===== src/rtl/spi_dev_proto.sv =====
// Frames SPI chip-select transactions into a byte write-strobe bus and returns MISO bytes.
// Write path: one cycle from usr_mosi_stb to pw_wstb. pw_end follows the end of a transaction by two cycles.
// No back-pressure: a strobe is emitted for every accepted byte.
module spi_dev_proto #(
  parameter logic [7:0] FILL_BYTE = 8'h00,
  parameter int unsigned BCNT_W = 8
) (
  input  logic              clk,
  input  logic              rst_n,
  input  logic [7:0]        usr_mosi_data,
  input  logic              usr_mosi_stb,
  output logic [7:0]        usr_miso_data,
  input  logic              usr_miso_ack,
  input  logic              csn_fall,
  input  logic              csn_rise,
  input  logic [7:0]        status,
  output logic [7:0]        pw_wdata,
  output logic              pw_wcmd,
  output logic              pw_wstb,
  output logic [BCNT_W-1:0] pw_bcnt,
  input  logic [7:0]        pw_rdata,
  input  logic              pw_rstb,
  output logic              pw_end
);

  typedef enum logic [1:0] {
    IDLE = 2'd0,
    CMD  = 2'd1,
    DATA = 2'd2,
    ENDT = 2'd3
  } state_t;

  state_t              state_q;
  logic                restart_q;
  logic [7:0]          wdata_q;
  logic                wcmd_q;
  logic                wstb_q;
  logic [BCNT_W-1:0]   bcnt_q;
  logic                end_q;
  logic [7:0]          buf_q;
  logic                buf_vld_q;
  logic                enter_cmd_d;

  // A transaction (re)starts on csn_fall from IDLE, or on leaving END after a missed csn_rise.
  always_comb begin
    enter_cmd_d = 1'b0;
    if (state_q == IDLE && csn_fall) begin
      enter_cmd_d = 1'b1;
    end else if (state_q == ENDT && (restart_q || csn_fall)) begin
      enter_cmd_d = 1'b1;
    end
  end

  // Transaction FSM with registered write-bus and end-of-transaction outputs.
  always_ff @(posedge clk) begin
    if (!rst_n) begin
      state_q   <= IDLE;
      restart_q <= 1'b0;
      wdata_q   <= 8'h00;
      wcmd_q    <= 1'b0;
      wstb_q    <= 1'b0;
      bcnt_q    <= '0;
      end_q     <= 1'b0;
    end else begin
      wstb_q <= 1'b0;
      end_q  <= 1'b0;
      case (state_q)
        IDLE: begin
          if (csn_fall) begin
            state_q <= CMD;
          end
        end
        CMD, DATA: begin
          if (usr_mosi_stb) begin
            wstb_q  <= 1'b1;
            wdata_q <= usr_mosi_data;
            if (state_q == CMD) begin
              wcmd_q  <= 1'b1;
              bcnt_q  <= '0;
              state_q <= DATA;
            end else begin
              wcmd_q <= 1'b0;
              if (bcnt_q != {BCNT_W{1'b1}}) begin
                bcnt_q <= bcnt_q + 1'b1;
              end
            end
          end
          // A csn_fall here means the rise was missed: close this transaction, then reopen.
          if (csn_rise || csn_fall) begin
            state_q   <= ENDT;
            restart_q <= csn_fall;
          end
        end
        ENDT: begin
          end_q     <= 1'b1;
          restart_q <= 1'b0;
          state_q   <= enter_cmd_d ? CMD : IDLE;
        end
        default: state_q <= IDLE;
      endcase
    end
  end

  // MISO buffer: status on transaction start, then decoder bytes; an ack consumes the byte.
  always_ff @(posedge clk) begin
    if (!rst_n) begin
      buf_q     <= FILL_BYTE;
      buf_vld_q <= 1'b0;
    end else if (enter_cmd_d) begin
      buf_q     <= status;
      buf_vld_q <= 1'b1;
    end else if (pw_rstb && state_q != IDLE) begin
      buf_q     <= pw_rdata;
      buf_vld_q <= 1'b1;
    end else if (usr_miso_ack) begin
      buf_vld_q <= 1'b0;
    end
  end

  assign usr_miso_data = buf_vld_q ? buf_q : FILL_BYTE;
  assign pw_wdata      = wdata_q;
  assign pw_wcmd       = wcmd_q;
  assign pw_wstb       = wstb_q;
  assign pw_bcnt       = bcnt_q;
  assign pw_end        = end_q;

endmodule


===== config.mk =====
export PLATFORM = sky130hd
export DESIGN_NAME = spi_dev_proto
export DESIGN_NICKNAME = d
export VERILOG_FILES = /design/src/rtl/spi_dev_proto.sv
export SDC_FILE = /design/constraint.sdc
export NUM_CORES = 1
export LEC_CHECK = 0
export ABC_CLOCK_PERIOD_IN_PS = 4900
export BUFFER_PORTS_ARGS = -buffer_cell sky130_fd_sc_hd__buf_2
export CORE_UTILIZATION = 45
export DETAILED_ROUTE_END_ITERATION = 10
export GPL_ROUTABILITY_DRIVEN = 0
export PLACE_DENSITY = 0.74
export SYNTH_ARGS = -nofsm -noshare
export SYNTH_HDL_FRONTEND = slang
export SYNTH_SLANG_ARGS = --single-unit

===== constraint.sdc =====
create_clock -name clk -period 4.9 [get_ports clk]
set_clock_uncertainty 0.1 [all_clocks]
set_input_delay 0.98 -clock clk [delete_from_list [all_inputs] [get_ports clk]]
set_output_delay 0.98 -clock clk [all_outputs]
set_load 0.005 [all_outputs]

Word-level counts from Yosys, hierarchy flattened
Index checks and enable logic that the tools add are counted.

Register bits: 31. Input port bits: 31. Output and inout bits: 27. Logic and storage cells: 56.

Add/subtract/negate cells: 1. Equality and inequality tests: 8. Mux-type cells: 21. Reduce and logical (&&, ||, !) cells: 17.

Operators with widths (number): $mux W8 (5); $mux W1 (10); $add A8 B1 Y8 const B (1); $mux W2 (4); $ne A8 B8 Y1 const B (1); $reduce_bool A2 Y1 (4); $ne A3 B3 Y1 const B (2); $pmux W2 S3 (1); $reduce_and A2 Y1 (3); $reduce_and A3 Y1 (2); $eq A2 B2 Y1 const B (2); $ne A2 B2 Y1 const B (2); $logic_and A1 B1 Y1 (3); $reduce_bool A3 Y1 (1); $eq A2 B1 Y1 const B (1); $logic_not A2 Y1 (1); $logic_or A1 B1 Y1 (2); $pmux W1 S2 (1); $reduce_or A2 Y1 (1).

Longest topological paths before layout
Word-level depth: 6. Mapped depth: 7. Depth with buffers taken out: 6.

Least setup slack after synthesis
No wires, ideal clock.

Kind: input port to flip-flop. Start point: input port pw_rstb. End point: register buf_q[0]. Setup time: 0.116 ns. Data arrival time: 1.676 ns. Required time: 4.684 ns. Path slack: 3.007 ns. Stages on the path: 5. Buffers on the path: 1. Path through: nor2b_1 > buf_2 > mux2i_1 > nand2_1 > o211a_1.

Cells in the longest elaborated chain, start to end: 2.

RTL lines: from (decl) (line 22) `input logic pw_rstb,`; $logic_and A1 B1 Y1 (line 112) `end else if (pw_rstb && state_q != IDLE) begin`; $reduce_bool A2 Y1 (no source line); to (signal assigned) (line 110) `buf_q <= status;`; to (signal assigned) (line 113) `buf_q <= pw_rdata;`; to (decl) (line 40) `logic [7:0] buf_q;`.

No other way between the ends. A chain may end at the register's enable or synchronous reset.

Worst setup path after layout
Start point: register state_q[0]. End point: register buf_q[4].

Cells in the longest elaborated chain, start to end: 5. Elaborated cells on any way between the ends: 10. Those cells by class: 1 x eq/ne; 3 x mux; 6 x reduce/logical.

RTL lines: from (decl) (line 33) `state_t state_q;`; from (signal assigned) (line 97) `state_q <= enter_cmd_d ? CMD : IDLE;`; $eq A2 B2 Y1 (line 49) `end else if (state_q == ENDT && (restart_q || csn_fall)) begin`; $logic_and A1 B1 Y1 (line 49); $mux W1 (line 49); $mux W1 (line 47) `if (state_q == IDLE && csn_fall) begin`; $mux W8 or $reduce_bool A2 Y1 (tied branches).

Parallel ways exist; a longest one is shown, timed or not.

==> results.json <==
{
  "diodes": 0,
  "cts_setup_buffers": 0,
  "synthArstFlopShare_pct": 0,
  "final_cells": 272,
  "critPathCapture": "buf_q[4]$_SDFFE_PN0P_",
  "period_share_pct": 44.50,
  "final_antenna_net_count": 0,
  "tightest_slew_ns": 0.9535,
  "cts_buffers": 5,
  "fp.coreArea_sq_mm": 0.003128,
  "cp_num_buf_inv": 1,
  "finalSetupViolCount": 0,
  "vdd.ir_drop.worst_uv": 303.8,
  "syn_avg_cell_area_sq_um": 8.751,
  "leakage_nw": 0.9029,
  "vias_per_cell": 5.239,
  "antenna_found_initial": 0,
  "cp_slowest_stage_delay_ns": 0.75,
  "die_width_um": 60.17,
  "ys_ff_latch": 31,
  "cts_tree": "done",
  "final_cell_mix": "buf_2, nand2_1, dfxtp_1",
  "tns_ns": 0,
  "syn_area_sq_mm": 0.001523,
  "wl_um": 3278,
  "cp.arrival_ns": 2.30,
  "dp_hpwl_um": 2386,
  "place_inst": 266,
  "area_growth_pct": 22.43,
  "path_clk_slew_ns": 0.08,
  "rr_worst_depth": 6,
  "reg2reg_to": "buf_q[4]$_SDFFE_PN0P_",
  "cts_root_buffer": "clkbuf_4",
  "die_h_um": 60.17,
  "yosysTopAreaCell": "dfxtp_1",
  "portBuffers": 57,
  "crit_family": "simple AND/OR/NAND/NOR gates",
  "overflow": 0,
  "die-area_sq_mm": 0.003620,
  "startpoint": "state_q[0]$_SDFFE_PN0P_",
  "yosys_warnings": 0,
  "route.detailed.drc": 0,
  "drive_gt1_share_pct": 29.39,
  "final_common_cell": "buf_2",
  "drtIter0Drc": 37,
  "synth_area_leaders": "dfxtp_1, nand2_1, mux2i_1",
  "synth_edf_count": 0,
  "reg2reg_slack_ns": 2.72,
  "rows": 20,
  "ctsResizeCount": 0,
  "critPathLaunchType": "flop",
  "yosys.area.top_type_share_pct": 40.76,
  "cp_max_fo": 9,
  "hold_buffers": 0,
  "end_kind": "flop",
  "drv_slew": 0,
  "dr_total_vias": 1425,
  "rsz0062_at_grt": "false",
  "initial_utilization_pct": 48.68,
  "routedWlPerCell_um": 12.05,
  "cp_slowest_cell": "nor2b_1",
  "seq_area_frac_synth_pct": 40.76,
  "worstReg2RegStart": "state_q[0]$_SDFFE_PN0P_",
  "crit_type": "flop to flop",
  "whs_ns": 0.3652,
  "fin_nets": 265,
  "grt_max_degree": 31,
  "timing.slew.headroom_pct": 36.30,
  "crit_chain": "inv_1, ha_1, nor2b_1, mux2i_1, nand2_1, o211a_1",
  "crit_cells": 6,
  "min_period_ns": 2.180,
  "critPathRequiredTime_ns": 5.02,
  "postSynthCellCount": 174,
  "maxCapViolations": 0,
  "outcome": "finished clean",
  "synth_nets": 210,
  "clockBufferDepth": 2,
  "drt_pass1_iterations": 5,
  "ios": 58,
  "grt_pass1_vias": 1319,
  "hold_path_class": "flop to flop",
  "synth_cell_type_count": 37,
  "clk_latency_ns": 0.32,
  "p_total_uw": 852.8,
  "power_density_mw_per_mm2": 457.4,
  "ys.flop_type": "dfxtp_1",
  "grt_pass1_wl_um": 5437,
  "max_freq_mhz": 458.6,
  "htree_num_levels": 2,
  "grt_usage_pct": 20.23,
  "hold_viol": 0,
  "cts_sinks": 31
}
-- sequential cells by signal, indices dropped and copies added (netlist names) --
| register | cells |
|---|---|
| restart_q | 1 |
| pw_wdata | 8 |
| buf_q | 8 |
| pw_bcnt | 8 |
| buf_vld_q | 1 |
| pw_wcmd | 1 |
| pw_end | 1 |
| state_q | 2 |
| pw_wstb | 1 |
-- synth_stat cells (2+ instances only) --
cell type	n
nand2_1	32
a31oi_1	3
clkbuf_1	4
mux2i_1	8
inv_1	5
nor2b_1	2
o21ai_0	6
a21boi_0	10
and2_1	11
dfxtp_1	31
nor3_1	4
o211a_1	8
nand4_1	3
nand3_1	3
ha_1	5
nor2_1	7
a21oi_1	6
buf_2	5
a211oi_1	2
a21boi_1	2
-- per-layer routing --
metal	track usage, %	share of wire [%]	vias up
met5	0	0	-
met4	9.967	1.8	0
met3	5.195	3.8	7
met2	33.59	49	32
met1	23.92	45	664
li1	-	-	722
-- worst min-delay path by stage --
stage	startpoint	end	cells after the start
after floorplan	pw_wcmd$_SDFFE_PN0P_	pw_wcmd$_SDFFE_PN0P_	2
after global placement	pw_wdata[3]$_SDFFE_PN0P_	pw_wdata[3]$_SDFFE_PN0P_	2
after detailed placement	pw_wdata[1]$_SDFFE_PN0P_	pw_wdata[1]$_SDFFE_PN0P_	2
after CTS	pw_wdata[1]$_SDFFE_PN0P_	pw_wdata[1]$_SDFFE_PN0P_	2
after global routing	pw_wdata[7]$_SDFFE_PN0P_	pw_wdata[7]$_SDFFE_PN0P_	2
final	pw_wdata[7]$_SDFFE_PN0P_	pw_wdata[7]$_SDFFE_PN0P_	2
-- power by group --
part | total, mW | switching [mW] | internal, mW | leakage (nW)
Combinational | 0.367 | 0.210 | 0.158 | 0.625
Sequential | 0.358 | 0.0415 | 0.317 | 0.254
Clock | 0.127 | 0.0764 | 0.0509 | 0.0242
Total | 0.853 | 0.327 | 0.525 | 0.903
-- per-stage QoR --
stage	area (sq um)	setup WS [ns]	utilization, %
floorplan	1523	3.007	-
global placement	1823	2.404	58.28
detailed placement	1823	2.371	58.28
CTS	1864	2.698	59.60
global route	1864	2.508	59.60
finish	1864	2.720	59.60
-- cell families (layout without fill, tap and decap cells) --
kind of cell	after synthesis	count (layout)	synth area share [%]
buf+inv	14	68	3.862
fa+ha+maj	5	5	4.108
mux	8	8	5.259
flops	31	31	40.76
simple gates	72	72	24.41
compound gates	44	44	21.61
-- worst min-delay path, cell delays in order, from the launching register on --
cell	delay [ns]
dfxtp_1	0.31
nand2_1	0.04
a21boi_0	0.06
-- final cells by class --
class | count | area, sq um
fillers | 308 | 1264
clock buffers | 6 | 41.29
well taps | 44 | 55.05
inverters | 5 | 18.77
multi-input cells | 129 | 843.3
repair buffers | 57 | 285.3
flip-flops and latches | 31 | 620.6
No activity file was read; power rests on OpenSTA's default activity.
